### src/rtl/risc_pkg.sv
// Shared definitions for the 4-bit RISC core front end and opcode decoder.
// Opcodes, instruction field positions and the fetch state encoding.
package risc_pkg;

  localparam int INSTR_W = 9;

  localparam int OPC_HI = 8;
  localparam int OPC_LO = 6;
  localparam int RD_HI  = 5;
  localparam int RD_LO  = 4;
  localparam int RS1_HI = 3;
  localparam int RS1_LO = 2;
  localparam int RS2_HI = 1;
  localparam int RS2_LO = 0;

  localparam logic [2:0] OP_ADD  = 3'b000;
  localparam logic [2:0] OP_SUB  = 3'b001;
  localparam logic [2:0] OP_AND  = 3'b010;
  localparam logic [2:0] OP_OR   = 3'b011;
  localparam logic [2:0] OP_HALT = 3'b111;

  typedef enum logic [2:0] {
    ST_IDLE,
    ST_FETCH,
    ST_WAIT,
    ST_ISSUE,
    ST_HALTED
  } fetch_state_e;

endpackage

### src/rtl/instr_fetch_issue.sv
// Instruction fetch and issue front end: fetches from imem into IR and
// hands opcode/register fields to the decoder over a valid/ready handshake.
module instr_fetch_issue
  import risc_pkg::*;
#(
  parameter int              PC_W     = 8,
  parameter logic [PC_W-1:0] RESET_PC = '0,
  parameter int              CNT_W    = 16
) (
  input  logic               clk,
  input  logic               reset,
  input  logic               start,
  output logic               imem_req,
  output logic [PC_W-1:0]    imem_addr,
  input  logic               imem_valid,
  input  logic [INSTR_W-1:0] imem_rdata,
  output logic               issue_valid,
  input  logic               issue_ready,
  output logic [2:0]         opcode,
  output logic [1:0]         rd,
  output logic [1:0]         rs1,
  output logic [1:0]         rs2,
  output logic [PC_W-1:0]    pc,
  output logic               busy,
  output logic               halted,
  output logic [CNT_W-1:0]   retired
);

  fetch_state_e       state_q;
  logic [PC_W-1:0]    pc_q;
  logic [INSTR_W-1:0] ir_q;
  logic [CNT_W-1:0]   retired_q;

  always_ff @(posedge clk) begin
    if (reset) begin
      state_q   <= ST_IDLE;
      pc_q      <= RESET_PC;
      ir_q      <= '0;
      retired_q <= '0;
    end else begin
      unique case (state_q)
        ST_IDLE: begin
          if (start) state_q <= ST_FETCH;
        end
        ST_FETCH: begin
          state_q <= ST_WAIT;
        end
        ST_WAIT: begin
          if (imem_valid) begin
            ir_q <= imem_rdata;
            // HALT leaves pc on the HALT word itself
            if (imem_rdata[OPC_HI:OPC_LO] == OP_HALT) begin
              state_q <= ST_HALTED;
            end else begin
              pc_q    <= pc_q + 1'b1;
              state_q <= ST_ISSUE;
            end
          end
        end
        ST_ISSUE: begin
          if (issue_ready) begin
            if (retired_q != '1) retired_q <= retired_q + 1'b1;
            state_q <= ST_FETCH;
          end
        end
        ST_HALTED: begin
          if (start) begin
            pc_q    <= RESET_PC;
            state_q <= ST_FETCH;
          end
        end
        default: state_q <= ST_IDLE;
      endcase
    end
  end

  assign imem_req    = (state_q == ST_FETCH);
  assign imem_addr   = pc_q;
  assign issue_valid = (state_q == ST_ISSUE);
  assign halted      = (state_q == ST_HALTED);
  assign busy        = (state_q != ST_IDLE) && (state_q != ST_HALTED);

  assign opcode  = ir_q[OPC_HI:OPC_LO];
  assign rd      = ir_q[RD_HI:RD_LO];
  assign rs1     = ir_q[RS1_HI:RS1_LO];
  assign rs2     = ir_q[RS2_HI:RS2_LO];
  assign pc      = pc_q;
  assign retired = retired_q;

endmodule

### config.mk
export PLATFORM = sky130hd
export DESIGN_NAME = instr_fetch_issue
export DESIGN_NICKNAME = d
export VERILOG_FILES = /design/src/rtl/risc_pkg.sv /design/src/rtl/instr_fetch_issue.sv
export SDC_FILE = /design/constraint.sdc
export NUM_CORES = 1
export LEC_CHECK = 0
export ABC_CLOCK_PERIOD_IN_PS = 3500
export CAP_MARGIN = 20
export CORE_ASPECT_RATIO = 0.7
export CORE_MARGIN = 4
export CORE_UTILIZATION = 50
export CTS_CLUSTER_DIAMETER = 120
export DETAILED_ROUTE_END_ITERATION = 10
export HOLD_SLACK_MARGIN = 0.02
export PLACE_DENSITY = 0.88
export SETUP_SLACK_MARGIN = 0.02
export SLEW_MARGIN = 25
export SYNTH_ARGS = -nofsm -noshare
export SYNTH_HDL_FRONTEND = slang
export SYNTH_SLANG_ARGS = --single-unit
### constraint.sdc
create_clock -name clk -period 3.5 [get_ports clk]
set_input_delay 0.7 -clock clk [delete_from_list [all_inputs] [get_ports clk]]
set_output_delay 0.7 -clock clk [all_outputs]
set_load 0.005 [all_outputs]
* Word level (Yosys, flattened, before mapping)
Cells that the tools add are included.
** Storage, ports and cells
- Bits in registers :: 36
- Bits of input ports :: 14
- Output and inout port bits :: 45
- Logic and storage cells :: 36
** Operators by class
- $add $sub $neg :: 2
- Equal/unequal tests :: 12
- Mux-type cells :: 9
- Reduce and logical (&&, ||, !) cells :: 9
** Operators by type and width (number)
- 8-bit two-way mux :: 3
- 16-bit by 1-bit adder with 16-bit output (second input constant) :: 1
- 16-bit != test (second input constant) :: 1
- 8-bit one-hot mux with 2 select lines :: 1
- 3-bit two-way mux :: 4
- 3-bit one-hot mux with 4 select lines :: 1
- 8-bit by 1-bit adder with 8-bit output (second input constant) :: 1
- 3-bit by 2-bit == test with 1-bit output (second input constant) :: 2
- 3-bit == test (second input constant) :: 2
- 2-bit != test (second input constant) :: 3
- 3-bit AND reduction :: 2
- 2-bit by 1-bit != test with 1-bit output (second input constant) :: 2
- 4-bit AND reduction :: 1
- 3-bit by 1-bit == test with 1-bit output (second input constant) :: 1
- 3-bit zero test :: 1
- 3-bit != test (second input constant) :: 1
- 3-bit nonzero test :: 1
- 2-bit AND reduction :: 1
- 2-bit nonzero test :: 1
- 2-bit OR reduction :: 1
- 1-bit logical AND :: 1

* Depth between registers and ports, before layout
Gate-level depths: netlist of the first run.
- Depth after elaboration :: 4
- Gate-level depth with buffers :: 7
- Mapped depth without buffers :: 6

* Worst setup path before layout of the first run
No wires, ideal clock.
- Path type :: input to register
- Start :: input port reset
- End :: register pc_q[0], in the netlist imem_addr[0]
- Setup time :: 0.128 ns
- Arrival :: 1.611 ns
- Data required time :: 3.372 ns
- Setup slack :: 1.762 ns
- Cell stages on the path :: 4
- Buffers on the path :: 3
- Cell sequence :: clkbuf_1 -> clkbuf_1 -> clkbuf_1 -> nor2_1
** RTL lines
- start, declared :: line instr_fetch_issue.sv:11 : input logic reset,
- end signal, assigned :: line instr_fetch_issue.sv:55 : pc_q <= pc_q + 1'b1;
- end, declared :: line instr_fetch_issue.sv:30 : logic [PC_W-1:0] pc_q;
No word-level cell between the ends.

* Final worst setup path of the first run
- Start :: register state_q[1]
- End :: output port halted
** Between the ends
- Longest elaborated chain between the ends :: 1
** RTL lines
- start, declared :: line instr_fetch_issue.sv:29 : fetch_state_e state_q;
- start signal, assigned :: line instr_fetch_issue.sv:36 : state_q <= ST_IDLE;
- start signal, assigned :: line instr_fetch_issue.sv:43 : if (start) state_q <= ST_FETCH;
- start signal, assigned :: line instr_fetch_issue.sv:46 : state_q <= ST_WAIT;
- 3-bit == test :: line instr_fetch_issue.sv:80 : assign halted = (state_q == ST_HALTED);
- end, declared :: line instr_fetch_issue.sv:25 : output logic halted,
Every way passes these cells.

==> impl_metrics.ini, run 1 <==
[status]
status = complete, no violations

[sta]
tightest_slew_ns = 0.4618
tns_ns = 0
max_freq_mhz = 403.8
rsz0062_at_grt = no
min_period_ns = 2.476
min_period_over_period_pct = 70.75
setup_violations = 0
clock_skew_ns = 0.005494
fin_ws_ns = 1.024
final_hold_viol_count = 0
slew_headroom_pct = 68.42
finalMaxSlewViolations = 0

[global_route]
grt_use_met3_pct = 5.572
grt_pass1_vias = 1678
grt_pass1_wl_mm = 8.052
grt.busiest_layer = met2
antenna_found_initial = 0
grt_start_max_net_pins = 48
grt_usage_pct = 21.23
globalRouteMet2Util_pct = 32.22
grt_use_met1_pct = 29.87
overflow = 0

[synthesis]
synth.area.top_cells = dfxtp_1, a21oi_1, nand2_1
ys_seq_area_share_pct = 37.60
synth_fp_nets = 243
yosys.area.top_type_share_pct = 37.60
avgSynthCellArea_um2 = 8.444
synth_area_mm2 = 0.001917
synth_area_leader_cell = dfxtp_1
synth_seq_cells = 36
yosysWarnings = 0
yosysUniqueCellTypes = 46
synthCells = 227

[layout]
area_growth_pct = 33.94
fin_nets = 293
layout-drive-gt1-share_pct = 8.273
antenna_cells = 0

[floorplan]
io_pins = 59
fp.dieArea_mm2 = 0.004904
die_y_um = 59.81
die_x_um = 82.01
core-area_mm2 = 0.003603
num_rows = 18
initial_core_util_pct = 53.19

[clock_tree]
clk_latency_ns = 0.28
clock-root-buffer = clkbuf_8
cts_buffers = 5
cts_setup_buffers = 0
post_cts_resized = 0
cts-hold-fix-buffers = 0
path_clk_slew_ns = 0.07
clkSinkCount = 36
cts_max_level = 2
cts_tree = built
clk_path_buf_depth = 2

[power_and_ir_drop]
p_per_area_mw_per_mm2 = 315.5
max-vdd-ir-drop_mv = 0.2197
leakage_nw = 0.9566

[worst_setup_path]
rr_endpoint = retired[7]$_SDFFE_PP0P_
endpoint = halted
start_kind = flip-flop
path_max_fanout = 10
timing.rr.start = retired[0]$_SDFFE_PP0P_
cp-end-kind = output pin
critPathLaunch = state_q[1]$_SDFFE_PP0P_
critPathRequiredTime_ns = 2.80
path_class = reg2out
cp_data_arrival_time_ns = 1.78
r2r_cells = 5
reg2reg_setup_slack_ns = 1.61

[route]
vias_per_cell = 5.716
first_pass_iters = 5
ant_nets = 0
drt_iter0_drc = 164
drc = 0
wl_per_cell_um = 14.98
wl_mm = 4.914
vias = 1875

[min_path]
hold_path_class = reg2reg

[placed_design]
port_buffers = 58
preCtsSetupSlack_ns = 1.091
post-dp-hpwl_mm = 3.469
gp_congestion = 0.8506

[flow_run]
drv_cap = 0
[area by class of cell]
cell class	instances	area, um2
multi-input cells	168	1076
fillers	272	1036
flip-flops and latches	36	720.7
repair buffers	60	595.6
clock buffers	8	90.09
well taps	50	62.56
inverters	6	22.52
[kinds of logic after synthesis]
family,count (synthesis),synth area share (%)
muxes,11,6.397
adders and majority gates,2,1.305
buffers and inverters,23,6.266
DFF,36,37.60
AOI/OAI and AO/OA,52,17.17
and+or+nand+nor,103,31.27
[sequential cells by signal, indices dropped and copies added, names as in the netlist]
signal / flops
state_q: 3
retired: 16
ir_q: 9
imem_addr: 8
[cells in the mapped netlist (all sizes together)]
library cell,count
nand4bb,1
o21ai,3
or3,1
mux2i,1
a2111oi,1
ha,2
a311oi,3
mux2,10
nor2b,10
and4,1
and4b,2
inv,6
and4bb,1
nand2b,4
dfxtp,36
nor3b,2
a2bb2oi,2
o31ai,2
nor2,21
nor3,5
o31a,1
nor4,2
a21boi,1
nand4b,1
a41oi,1
a211oi,6
nand4,6
or4,1
a21oi,28
and3b,2
clkbuf,4
nand3b,1
a22oi,2
a31oi,2
buf,13
and3,6
nand2,25
nand3,11
[how the worst min path moves through the flow]
stage	startpoint	end	slack, ns	cells past startpoint
2_1_floorplan	ir_q[0]$_SDFFE_PP0P_	ir_q[0]$_SDFFE_PP0P_	0.45	2
3_3_place_gp	ir_q[3]$_SDFFE_PP0P_	ir_q[3]$_SDFFE_PP0P_	0.44	2
3_5_place_dp	ir_q[3]$_SDFFE_PP0P_	ir_q[3]$_SDFFE_PP0P_	0.45	2
4_1_cts	ir_q[3]$_SDFFE_PP0P_	ir_q[3]$_SDFFE_PP0P_	0.46	2
5_1_grt	ir_q[6]$_SDFFE_PP0P_	ir_q[6]$_SDFFE_PP0P_	0.48	2
6_report	ir_q[3]$_SDFFE_PP0P_	ir_q[3]$_SDFFE_PP0P_	0.45	2
[power by group]
group,leakage (nW),internal (mW),switching (mW)
Sequential,0.291,0.416,0.00938
Combinational,0.620,0.0405,0.0358
Clock,0.0455,0.161,0.148
[metrics by stage]
stage / hold slack (ns) / std cells / area [um2] / util, % / total power [mW]
2_1_floorplan: 0.4527 / 227 / 1917 / - / 0.4704
3_3_place_gp: 0.4435 / 320 / 2477 / 68.75 / 0.5080
3_5_place_dp: 0.4504 / 320 / 2477 / 68.75 / 0.5099
4_1_cts: 0.4568 / 328 / 2567 / 71.25 / 0.8116
5_1_grt: 0.4828 / 328 / 2567 / 71.25 / 0.8435
6_report: 0.4532 / 328 / 2567 / 71.25 / 0.8101
[routing by layer]
layer / vias up / part of all wire [%]
li1: 915 / -
met1: 867 / 46
met2: 87 / 45
met3: 6 / 7.5
met4: 0 / 1.0
met5: - / 0
[placed cells by master, fill, tap and decap left out, drive strengths merged, types with 3 or more instances in the layout]
| cell | count |
|---|---|
| a21oi | 28 |
| nor2b | 10 |
| o21ai | 3 |
| nor2 | 21 |
| inv | 6 |
| dfxtp | 36 |
| nand2 | 25 |
| nor3 | 5 |
| and3 | 6 |
| a211oi | 6 |
| clkbuf | 8 |
| a311oi | 3 |
| mux2 | 10 |
| nand4 | 6 |
| clkdlybuf4s50 | 58 |
| nand2b | 4 |
| nand3 | 11 |
[worst max-delay path: stages (launching register included)]
cell and delay, ns:
dfxtp_1 0.41, nor2_1 0.25, nand2_1 0.16, inv_1 0.16
clkdlybuf4s50_1 0.52
Note: power is estimated with default switching activity, not from simulation.
==> run 2: changes to the inputs <==
ABC_CLOCK_PERIOD_IN_PS = 2130   (was 3500)
CORE_UTILIZATION = 42   (was 50)
PLACE_DENSITY = 0.79   (was 0.88)
clock period = 2.13 ns   (was 3.5 ns; I/O delays follow)
==> run 2 against run 1 <==
- worst setup slack worse by 0.92 ns
- clock power grew 91%
- global-route usage decreased by 2.8 points
- sequential cell count is the same
- first-iteration DRC count is 11% lower
- non-clock buffer count is 4 higher
- sequential share of layout area fell by 0.75 points
- critical path depth stayed put
- largest cell class unchanged
- largest power group unchanged
==> impl_metrics.ini, run 2 (synthesized netlist as in run 1, its figures left out) <==
[min_path]
holdPathEnd = ir_q[4]$_SDFFE_PP0P_
min_path_cells = 2
hold_path_class = reg2reg
holdCritStartpoint = ir_q[4]$_SDFFE_PP0P_

[route]
wl_mm = 4.900
wl_per_cell_um = 14.54
drt_iter0_drc = 146
vias = 1855
vias_per_cell = 5.504
drc = 0
ant_nets = 0
first_pass_iters = 4

[floorplan]
initial_core_util_pct = 43.77
fp.dieArea_mm2 = 0.005726
num_rows = 20
io_pins = 59
core-area_mm2 = 0.004379
die_y_um = 64.52
die_x_um = 88.75

[worst_setup_path]
rr_endpoint = retired[2]$_SDFFE_PP0P_
r2r_cells = 5
path_max_fanout = 10
start_kind = flip-flop
cp_data_arrival_time_ns = 1.60
cp-end-kind = output pin
reg2reg_setup_slack_ns = 0.29
path_class = reg2out
timing.rr.start = retired[0]$_SDFFE_PP0P_
critPathRequiredTime_ns = 1.70

[sta]
rsz0062_at_grt = no
min_period_ns = 2.021
holdWs_ns = 0.4539
tightest_slew_ns = 0.3949
setup_violations = 0
slew_headroom_pct = 73.58
clock_skew_ns = 0.006596
min_period_over_period_pct = 94.90
finalMaxSlewViolations = 0
tns_ns = 0
max_freq_mhz = 494.7
final_hold_viol_count = 0

[layout]
stdcell_area_mm2 = 0.002643
layout-drive-gt1-share_pct = 10.99
antenna_cells = 0
layout_commonest_cell = clkdlybuf4s50_1
final_util_pct = 60.34
final_cell_mix = clkdlybuf4s50_1, dfxtp_1, a21oi_1
largest_reg_flops = 16
area_growth_pct = 37.86
fin_nets = 297
stdcell_count = 337

[clock_tree]
cts_tree = built
clk_path_buf_depth = 2
clk_latency_ns = 0.29
cts_buffers = 5
clock-root-buffer = clkbuf_8
path_clk_slew_ns = 0.07
cts_max_level = 2
clkSinkCount = 36
cts_setup_buffers = 0

[placed_design]
port_buffers = 58
placed_area_mm2 = 0.002526
post-dp-hpwl_mm = 3.571
gp_congestion = 0.7987
dpl.cell_count = 329

[power_and_ir_drop]
power_frac_clock_pct = 41.4
p_seq_share_pct = 48.7
p_per_area_mw_per_mm2 = 539.7
sw_frac_of_total_pct = 22.55
p_comb_share_pct = 9.8
power.switching_mw = 0.3216
leakage_nw = 0.9958
max-vdd-ir-drop_mv = 0.4265
intPower_mw = 1.105

[global_route]
grt_pass1_vias = 1749
grt_pass1_wl_mm = 8.397
grt_start_max_net_pins = 48
grt_usage_pct = 18.39
overflow = 0
antenna_found_initial = 0

[status]
status = complete, no violations

[flow_run]
drv_cap = 0
## run 2: worst max-delay path, stage by stage (launching register included)
cell	delay [ns]
dfxtp_2	0.38
nor2_2	0.17
nand2_1	0.10
inv_1	0.15
clkdlybuf4s50_1	0.52
## run 2: cell type report
cell class,count,area (um2)
well taps,55,68.82
clock buffers,6,72.57
fillers,382,1737
inverters,6,22.52
clock inverters,2,35.03
flip-flops and latches,36,721.9
repair buffers,64,638.1
multi-input cells,168,1084
## run 2: power by group through the flow
stage                     Combinational [mW]  Clock [mW]  Sequential [mW]
after floorplan                       0.0691           0            0.704
after global placement                 0.134           0            0.709
after detailed placement               0.138           0            0.709
after CTS                              0.140       0.601            0.694
after global routing                   0.154       0.636            0.696
final                                  0.140       0.591            0.695
## run 2: worst max path at each step
| stage | start | end | cells past startpoint |
|---|---|---|---|
| detailed placement | issue_ready | retired[7]$_SDFFE_PP0P_ | 5 |
| finish | state_q[0]$_SDFFE_PP0P_ | halted | 4 |
| global placement | issue_ready | retired[7]$_SDFFE_PP0P_ | 5 |
| CTS | state_q[0]$_SDFFE_PP0P_ | halted | 4 |
| floorplan | retired[0]$_SDFFE_PP0P_ | retired[2]$_SDFFE_PP0P_ | 5 |
| global route | state_q[0]$_SDFFE_PP0P_ | halted | 4 |
## run 2: stage by stage
stage               total power [mW]  setup slack [ns]
finish                         1.426            0.1086
global route                   1.486           0.03941
CTS                            1.435           0.04126
detailed placement            0.8476           0.06711
global placement              0.8431            0.1091
floorplan                     0.7730            0.5437
## run 2: what timing repair did
| action | 4_1_cts | 5_1_grt |
|---|---|---|
| endpoints found under the setup margin | 1 | 2 |
| resized for setup | 1 | 2 |
| hold buffers | 0 | 0 |
## run 2: per-layer routing
layer,share of wire (%),vias up,GRT usage (%)
li1,-,927,-
met1,50,885,25.04
met3,4.5,4,5.083
met4,1.0,0,4.151
met5,0,-,0
met2,45,39,28.80
